## src/rtl/mult_arbiter_if.sv

```systemverilog
// Requester and multiplier bus of mult_arbiter.
// The slave modport is the arbiter side; master is requesters plus multiplier.
interface mult_arbiter_if #(
  parameter int OP_SZ = 32,
  parameter int N_REQ = 4
);
  logic [N_REQ-1:0]       req;
  logic [N_REQ*OP_SZ-1:0] req_a;
  logic [N_REQ*OP_SZ-1:0] req_b;
  logic [N_REQ-1:0]       gnt;
  logic [N_REQ-1:0]       rsp_valid;
  logic [OP_SZ-1:0]       rsp_data;
  logic                   rsp_err;
  logic                   busy;
  logic [3:0]             m_op;
  logic [OP_SZ-1:0]       m_mult0;
  logic [OP_SZ-1:0]       m_mult1;
  logic [OP_SZ-1:0]       m_out;
  logic                   m_op_done;

  modport slave (
    input  req, req_a, req_b, m_out, m_op_done,
    output gnt, rsp_valid, rsp_data, rsp_err, busy, m_op, m_mult0, m_mult1
  );

  modport master (
    output req, req_a, req_b, m_out, m_op_done,
    input  gnt, rsp_valid, rsp_data, rsp_err, busy, m_op, m_mult0, m_mult1
  );
endinterface

```

## src/rtl/mult_arbiter.sv

```systemverilog
// Round-robin sharing of one shift-add multiplier among N_REQ requesters.
// Define MULT_ARB_TIMEOUT_EN to abort a WAIT that outlasts TIMEOUT cycles.
module mult_arbiter #(
  parameter int OP_SZ   = 32,
  parameter int N_REQ   = 4,
  parameter int TIMEOUT = 40
) (
  input logic           clk,
  input logic           reset,
  mult_arbiter_if.slave bus
);
  localparam int IDX_W = (N_REQ > 1) ? $clog2(N_REQ) : 1;

  localparam logic [1:0] ST_IDLE  = 2'd0;
  localparam logic [1:0] ST_ISSUE = 2'd1;
  localparam logic [1:0] ST_WAIT  = 2'd2;
  localparam logic [1:0] ST_RESP  = 2'd3;

  localparam logic [3:0] OP_NONE = 4'd0;
  localparam logic [3:0] OP_MUL  = 4'd2;

  if (TIMEOUT <= OP_SZ + 1) begin : g_timeout_too_short
    $error("mult_arbiter: TIMEOUT must exceed OP_SZ+1");
  end
  if (N_REQ < 2 || N_REQ > 8) begin : g_bad_n_req
    $error("mult_arbiter: N_REQ must be in 2..8");
  end

  logic [1:0]       state_q, state_d;
  logic [IDX_W-1:0] win_q, win_d;
  logic [IDX_W-1:0] rr_ptr_q, rr_ptr_d;
  logic [N_REQ-1:0] gnt_q, gnt_d;
  logic [N_REQ-1:0] rsp_valid_q, rsp_valid_d;
  logic [OP_SZ-1:0] rsp_data_q, rsp_data_d;
  logic [OP_SZ-1:0] m_mult0_q, m_mult0_d;
  logic [OP_SZ-1:0] m_mult1_q, m_mult1_d;
  logic [3:0]       m_op_q, m_op_d;
  logic             busy_q, busy_d;

  logic             pick_valid_s;
  logic [IDX_W-1:0] pick_s;
  logic [IDX_W-1:0] cand_s;
  logic [OP_SZ-1:0] sel_a_s;
  logic [OP_SZ-1:0] sel_b_s;

`ifdef MULT_ARB_TIMEOUT_EN
  localparam int CNT_W = $clog2(TIMEOUT + 1);
  logic [CNT_W-1:0] wait_cnt_q, wait_cnt_d;
  logic             rsp_err_q, rsp_err_d;
`endif

  function automatic logic [N_REQ-1:0] one_hot(input logic [IDX_W-1:0] idx);
    logic [N_REQ-1:0] v;
    v      = '0;
    v[idx] = 1'b1;
    return v;
  endfunction

  // Round-robin pick: descending scan so the lowest offset from rr_ptr wins.
  always_comb begin
    pick_valid_s = 1'b0;
    pick_s       = '0;
    cand_s       = '0;
    for (int off = N_REQ - 1; off >= 0; off--) begin
      cand_s       = IDX_W'((int'(rr_ptr_q) + off) % N_REQ);
      pick_valid_s = pick_valid_s | bus.req[cand_s];
      pick_s       = bus.req[cand_s] ? cand_s : pick_s;
    end
    sel_a_s = '0;
    sel_b_s = '0;
    for (int i = 0; i < N_REQ; i++) begin
      sel_a_s = (pick_s == IDX_W'(i)) ? bus.req_a[i*OP_SZ +: OP_SZ] : sel_a_s;
      sel_b_s = (pick_s == IDX_W'(i)) ? bus.req_b[i*OP_SZ +: OP_SZ] : sel_b_s;
    end
  end

  // Next-state and registered-output computation for IDLE/ISSUE/WAIT/RESP.
  always_comb begin
    state_d     = state_q;
    win_d       = win_q;
    rr_ptr_d    = rr_ptr_q;
    gnt_d       = '0;
    rsp_valid_d = '0;
    rsp_data_d  = rsp_data_q;
    m_mult0_d   = m_mult0_q;
    m_mult1_d   = m_mult1_q;
`ifdef MULT_ARB_TIMEOUT_EN
    wait_cnt_d  = wait_cnt_q;
    rsp_err_d   = rsp_err_q;
`endif
    case (state_q)
      ST_IDLE: begin
        if (pick_valid_s) begin
          win_d     = pick_s;
          rr_ptr_d  = (pick_s == IDX_W'(N_REQ - 1)) ? '0 : pick_s + IDX_W'(1);
          gnt_d     = one_hot(pick_s);
          m_mult0_d = sel_a_s;
          m_mult1_d = sel_b_s;
          state_d   = ST_ISSUE;
        end else begin
          state_d   = ST_IDLE;
        end
      end
      ST_ISSUE: begin
`ifdef MULT_ARB_TIMEOUT_EN
        wait_cnt_d = '0;
`endif
        state_d = ST_WAIT;
      end
      ST_WAIT: begin
        if (bus.m_op_done) begin
          rsp_data_d  = bus.m_out;
          rsp_valid_d = one_hot(win_q);
`ifdef MULT_ARB_TIMEOUT_EN
          rsp_err_d   = 1'b0;
`endif
          state_d     = ST_RESP;
        end
`ifdef MULT_ARB_TIMEOUT_EN
        else if (wait_cnt_q == CNT_W'(TIMEOUT - 1)) begin
          rsp_data_d  = '0;
          rsp_valid_d = one_hot(win_q);
          rsp_err_d   = 1'b1;
          state_d     = ST_RESP;
        end
`endif
        else begin
`ifdef MULT_ARB_TIMEOUT_EN
          wait_cnt_d = wait_cnt_q + CNT_W'(1);
`endif
          state_d = ST_WAIT;
        end
      end
      // RESP doubles as the multiplier's post-done recovery cycle.
      ST_RESP: begin
        state_d = ST_IDLE;
      end
      default: begin
        state_d = ST_IDLE;
      end
    endcase
    m_op_d = (state_d == ST_ISSUE) ? OP_MUL : OP_NONE;
    busy_d = (state_d != ST_IDLE);
  end

  // State and output registers with synchronous reset.
  always_ff @(posedge clk) begin
    if (reset) begin
      state_q     <= ST_IDLE;
      win_q       <= '0;
      rr_ptr_q    <= '0;
      gnt_q       <= '0;
      rsp_valid_q <= '0;
      rsp_data_q  <= '0;
      m_mult0_q   <= '0;
      m_mult1_q   <= '0;
      m_op_q      <= OP_NONE;
      busy_q      <= 1'b0;
`ifdef MULT_ARB_TIMEOUT_EN
      wait_cnt_q  <= '0;
      rsp_err_q   <= 1'b0;
`endif
    end else begin
      state_q     <= state_d;
      win_q       <= win_d;
      rr_ptr_q    <= rr_ptr_d;
      gnt_q       <= gnt_d;
      rsp_valid_q <= rsp_valid_d;
      rsp_data_q  <= rsp_data_d;
      m_mult0_q   <= m_mult0_d;
      m_mult1_q   <= m_mult1_d;
      m_op_q      <= m_op_d;
      busy_q      <= busy_d;
`ifdef MULT_ARB_TIMEOUT_EN
      wait_cnt_q  <= wait_cnt_d;
      rsp_err_q   <= rsp_err_d;
`endif
    end
  end

  assign bus.gnt       = gnt_q;
  assign bus.rsp_valid = rsp_valid_q;
  assign bus.rsp_data  = rsp_data_q;
  assign bus.busy      = busy_q;
  assign bus.m_op      = m_op_q;
  assign bus.m_mult0   = m_mult0_q;
  assign bus.m_mult1   = m_mult1_q;
`ifdef MULT_ARB_TIMEOUT_EN
  assign bus.rsp_err   = rsp_err_q;
`else
  assign bus.rsp_err   = 1'b0;
`endif
endmodule

```

## src/flat_wrapper.sv

```systemverilog
// flat-port wrapper written by rule: the top's interface ports become plain ports
module mult_arbiter_flat 
#(
  parameter int OP_SZ   = 32,
  parameter int N_REQ   = 4,
  parameter int TIMEOUT = 40
)
  (clk, reset, bus_req, bus_req_a, bus_req_b, bus_m_out, bus_m_op_done, bus_gnt, bus_rsp_valid, bus_rsp_data, bus_rsp_err, bus_busy, bus_m_op, bus_m_mult0, bus_m_mult1);
  mult_arbiter_if #(.OP_SZ(OP_SZ), .N_REQ(N_REQ)) bus_i ();
  input logic clk;
  input logic reset;
  input wire logic [$bits(bus_i.req)-1:0] bus_req;
  input wire logic [$bits(bus_i.req_a)-1:0] bus_req_a;
  input wire logic [$bits(bus_i.req_b)-1:0] bus_req_b;
  input wire logic [$bits(bus_i.m_out)-1:0] bus_m_out;
  input wire logic [$bits(bus_i.m_op_done)-1:0] bus_m_op_done;
  output wire logic [$bits(bus_i.gnt)-1:0] bus_gnt;
  output wire logic [$bits(bus_i.rsp_valid)-1:0] bus_rsp_valid;
  output wire logic [$bits(bus_i.rsp_data)-1:0] bus_rsp_data;
  output wire logic [$bits(bus_i.rsp_err)-1:0] bus_rsp_err;
  output wire logic [$bits(bus_i.busy)-1:0] bus_busy;
  output wire logic [$bits(bus_i.m_op)-1:0] bus_m_op;
  output wire logic [$bits(bus_i.m_mult0)-1:0] bus_m_mult0;
  output wire logic [$bits(bus_i.m_mult1)-1:0] bus_m_mult1;
  assign bus_i.req = bus_req;
  assign bus_i.req_a = bus_req_a;
  assign bus_i.req_b = bus_req_b;
  assign bus_i.m_out = bus_m_out;
  assign bus_i.m_op_done = bus_m_op_done;
  assign bus_gnt = bus_i.gnt;
  assign bus_rsp_valid = bus_i.rsp_valid;
  assign bus_rsp_data = bus_i.rsp_data;
  assign bus_rsp_err = bus_i.rsp_err;
  assign bus_busy = bus_i.busy;
  assign bus_m_op = bus_i.m_op;
  assign bus_m_mult0 = bus_i.m_mult0;
  assign bus_m_mult1 = bus_i.m_mult1;
  mult_arbiter #(.OP_SZ(OP_SZ), .N_REQ(N_REQ), .TIMEOUT(TIMEOUT)) u_core (.clk(clk), .reset(reset), .bus(bus_i));
endmodule
```

## config.mk

```make
export PLATFORM = sky130hd
export DESIGN_NAME = mult_arbiter_flat
export DESIGN_NICKNAME = d
export VERILOG_FILES = /design/src/rtl/mult_arbiter_if.sv /design/src/rtl/mult_arbiter.sv /design/src/flat_wrapper.sv
export SDC_FILE = /design/constraint.sdc
export NUM_CORES = 1
export LEC_CHECK = 0
export ABC_AREA = 1
export CAP_MARGIN = 30
export CORE_AREA = 2 2 160 162
export CTS_CLUSTER_DIAMETER = 150
export DETAILED_ROUTE_END_ITERATION = 16
export DIE_AREA = 0 0 162 164
export MAX_ROUTING_LAYER = met4
export PLACE_DENSITY = 0.66
export RECOVER_POWER = 25
export SLEW_MARGIN = 10
export SYNTH_ARGS = -nofsm -noshare
export SYNTH_HDL_FRONTEND = slang
export SYNTH_SLANG_ARGS = --single-unit
```

## constraint.sdc

```tcl
create_clock -name clk -period 2.3 [get_ports clk]
set_input_delay 0.23 -clock clk [delete_from_list [all_inputs] [get_ports clk]]
set_output_delay 0.23 -clock clk [all_outputs]
set_load 0.02 [all_outputs]
```

==> metrics.md <==
| Metric | Value |
|---|---|
| Outcome | `finished, violations left` |
| Violated checks | `setup timing` |
| First-pass DRT Iterations | `6` |
| Max-slew headroom | `65.5%` |
| Largest net degree at the start of global routing | `66` |
| Seq pwr share | `14.6%` |
| Fin cells | `1701` |
| Mapped Area | `5980 µm²` |
| Clock buffer depth | `2` |
| Starting Density | `24.1%` |
| Netlist cell types | `22` |
| Vias in the first global route | `7442` |
| Die area | `26600 µm²` |
| CP max FO | `7` |
| Hold Crit Class | `reg -> reg` |
| Critical path required time | `2.59 ns` |
| Wire per inst | `16.7 µm` |
| Via/cell ratio | `4.61` |
| Dpl cells | `1666` |
| Clock share of power | `7.8%` |
| Horiz. Die Dim | `162 µm` |
| FMAX | `0.402 GHz` |
| Total Wirelength | `28.4 mm` |
| P&R area growth vs syn | `96.3%` |
| Sw Pwr | `9.69 mW` |
| HP Start | `u_core.bus.m_mult1[20]` |
| Post-CTS Hold Buffers | `0` |
| Gr ovfl total | `0` |
| Post-synthesis sequential area ratio | `37.5%` |
| GRT Max-Usage Layer | `met2` |
| Post-Place Worst Slack | `-0.504 ns` |
| Num CTS Buffers | `9` |
| Worst VDD drop | `0.993 mV` |
| Final WS setup | `-0.190 ns` |
| Worst Tran Pin Value | `0.516 ns` |
| Max Transition Viols Final | `0` |
| First-pass GRT wire length | `41.4 mm` |
| Syn avg cell area | `6.22 µm²` |
| CTS tree | `yes` |
| Fin Clk Skew | `0.0122 ns` |
| Row cnt | `58` |
| Fin crit share | `108%` |
| Tmin final | `2.49 ns` |
| Setup TNS | `-8.24 ns` |
| Worst Hold End | `u_core.bus.m_mult1[20]` |
| GR met1 Demand/Resource | `23.1%` |
| Vias | `7848` |
| FF-to-FF Start | `u_core.rr_ptr_q[0]` |
| IO Pins | `405` |
| Setup CP Type | `reg -> reg` |
| CTS Root Buffer Type | `clkbuf_16` |
| Core area | `24800 µm²` |
| Switching share of total power | `48.0%` |
| GRT Total Usage | `20.8%` |
| Power Dens Cells | `1720 nW/µm²` |
| # H-tree levels | `3` |
| Final ANT Viol Nets | `0` |
| Die Y | `164 µm` |
| Synthesis-stage register bit count | `112` |
| Clk slew on worst S/H paths | `0.08 ns` |
| DR iter-0 viols | `420` |
| CP Launch Type | `register` |
| Worst Path Arrival | `2.78 ns` |
| Detailed-route DRC error count | `0` |
| Setup-failing EPs final | `64` |
| FF-to-FF End | `u_core.bus.m_mult1[10]` |
| Final layout net count | `1666` |
| Share of post-route cells with drive strength above 1 | `14.6%` |
| Detailed Place HPWL | `19.6 mm` |
| Cell-internal power | `10.5 mW` |
| Worst Setup End Kind | `register` |
| Hold path cells | `2` |
| RSZ-0062 raised after global routing | `yes` |
| Combinational Power Share | `77.7%` |
| Mapped Cells | `962` |
| Final hold violation count | `0` |
| Skew-Pair Late Insertion Delay | `0.35 ns` |
| Clock sink count | `112` |
| I/O Buffers | `400` |
| Maxcap violations | `0` |
| Initial antenna violation count | `0` |
| GRT met2 Usage | `36.6%` |
| Yosys warns | `0` |
| Pleak | `4.80 nW` |
| R2R cell count | `21` |
| Reg-to-reg slack, setup | `-0.19 ns` |
| Grt met3 use | `4.65%` |
| Placer congestion estimate | `0.906` |
## cell type report
class	count	area, µm²
Tap cell	330	413
Multi-Input combinational cell	752	3740
Clock buffer	11	243
Clock inverter	5	47.5
Fill cell	2499	13100
Sequential cell	112	2250
Antenna cell	1	2.50
Timing Repair Buffer	466	4950
Inverter	24	100
## critical path: stages (launching register included)
cell and delay (ns):
dfxtp_4 0.39, inv_4 0.06, nand2_1 0.11, nand2_4 0.07, nand2_4 0.08, nand2_4 0.06
nor2_4 0.11, nor2_2 0.05, nand2_1 0.07, nand2_2 0.07, buf_6 0.12, ha_4 0.17
nor2_4 0.13, buf_12 0.15, buf_12 0.14, clkbuf_16 0.16, nand2_4 0.04, nand2_2 0.06
o21ai_2 0.05, o21ai_1 0.13, o21ai_1 0.08, nor2_1 0.11
## synth_stat cells
cell type  instances  area share (%)
buf_1              6            0.38
dfxtp_1          112              37
buf_6              3            0.56
conb_1             1           0.063
nand2_4            1            0.19
nand2_2            1            0.10
inv_4              1            0.10
clkbuf_1          37             2.3
buf_2             27             2.3
ha_1               6             1.3
inv_1             22             1.4
a21oi_1           66             5.5
o21ai_1            6            0.50
inv_2              1           0.063
o211ai_1           1            0.13
nor3_1             4            0.33
nor2_2            12             1.3
nand3_1            4            0.33
buf_4              4            0.50
nand2_1          229              14
o21ai_0          224              19
nor2_1           194              12
## metrics by stage
step | power (mW) | util (%) | instance area, µm² | hold slack (ns)
2_1_floorplan | 9.85 | - | 5990 | 0.302
3_3_place_gp | 14.4 | 42.6 | 10600 | 0.461
3_5_place_dp | 14.5 | 42.6 | 10600 | 0.459
4_1_cts | 19.4 | 46.1 | 11500 | 0.471
5_1_grt | 21.9 | 47.3 | 11700 | 0.496
6_report | 20.2 | 47.3 | 11700 | 0.468
## repair_timing
item | 4_1_cts | 5_1_grt
gates resized for setup | 158 | 149
buffers inserted | 8 | 0
setup endpoints to repair | 64 | 64
pin swaps | 24 | 101
hold endpoints to repair | 0 | 0
gates cloned | 10 | 1
## state kept, by name (all words and copies together), names as in the netlist
register	count
u_core.bus.gnt	4
u_core.state_q	2
u_core.bus.busy	1
u_core.bus.m_mult0	32
u_core.bus.rsp_data	32
u_core.bus.rsp_valid	4
u_core.bus.m_op	1
u_core.bus.m_mult1	32
u_core.win_q	2
u_core.rr_ptr_q	2
## layer usage
layer / vias to the layer above / wire (µm)
met5: - / 0
met4: 0 / 773
met3: 43 / 2240
met2: 330 / 14300
met1: 3549 / 11100
li1: 3926 / -
## power groups by stage
stage	Clock [mW]	Combinational, mW	Sequential [mW]
5_1_grt	1.71	17.2	3.03
2_1_floorplan	0	6.21	3.64
3_3_place_gp	0	11.5	2.96
4_1_cts	1.64	14.8	2.95
6_report	1.57	15.7	2.94
3_5_place_dp	0	11.6	2.98
## cells in the final DEF (no fill, tap or decap), types with 4 or more instances in the layout
master	count
clkdlybuf4s50_1	367
nand2_4	20
nor2_2	11
inv_4	4
inv_1	16
ha_4	4
nor2_1	193
buf_12	17
nor3_1	4
dfxtp_1	110
o21ai_2	15
clkbuf_16	10
conb_1	4
o21ai_0	69
inv_2	4
buf_6	8
nand2_1	176
buf_4	30
buf_16	8
a21oi_2	19
o21ai_1	146
dlygate4sd3_1	33
a21oi_1	46
nand2_2	35
## cells by family (layout without fill, tap and decap cells)
family | count (synthesis) | in the layout | share of synthesized area [%]
simple gates | 445 | 445 | 28.8
compound gates | 297 | 297 | 24.9
flops | 112 | 112 | 37.5
buf+inv | 101 | 506 | 7.57
fa+ha+maj | 6 | 6 | 1.25
other cells | 1 | 5 | 0.0627
## how the worst max path moves through the flow
stage / start / end / cells after the start / slack, ns
global placement: bus_req[2] / u_core.bus.m_mult0[31] / 18 / -0.49
finish: u_core.rr_ptr_q[0] / u_core.bus.m_mult1[10] / 21 / -0.19
floorplan: u_core.rr_ptr_q[0] / u_core.bus.m_mult1[23] / 19 / 0.03
CTS: u_core.rr_ptr_q[0] / u_core.bus.m_mult0[29] / 21 / -0.13
global route: u_core.rr_ptr_q[0] / u_core.bus.m_mult0[28] / 21 / -0.35
detailed placement: bus_req[3] / u_core.bus.m_mult0[31] / 17 / -0.50
(Power assumes the default switching activity.)
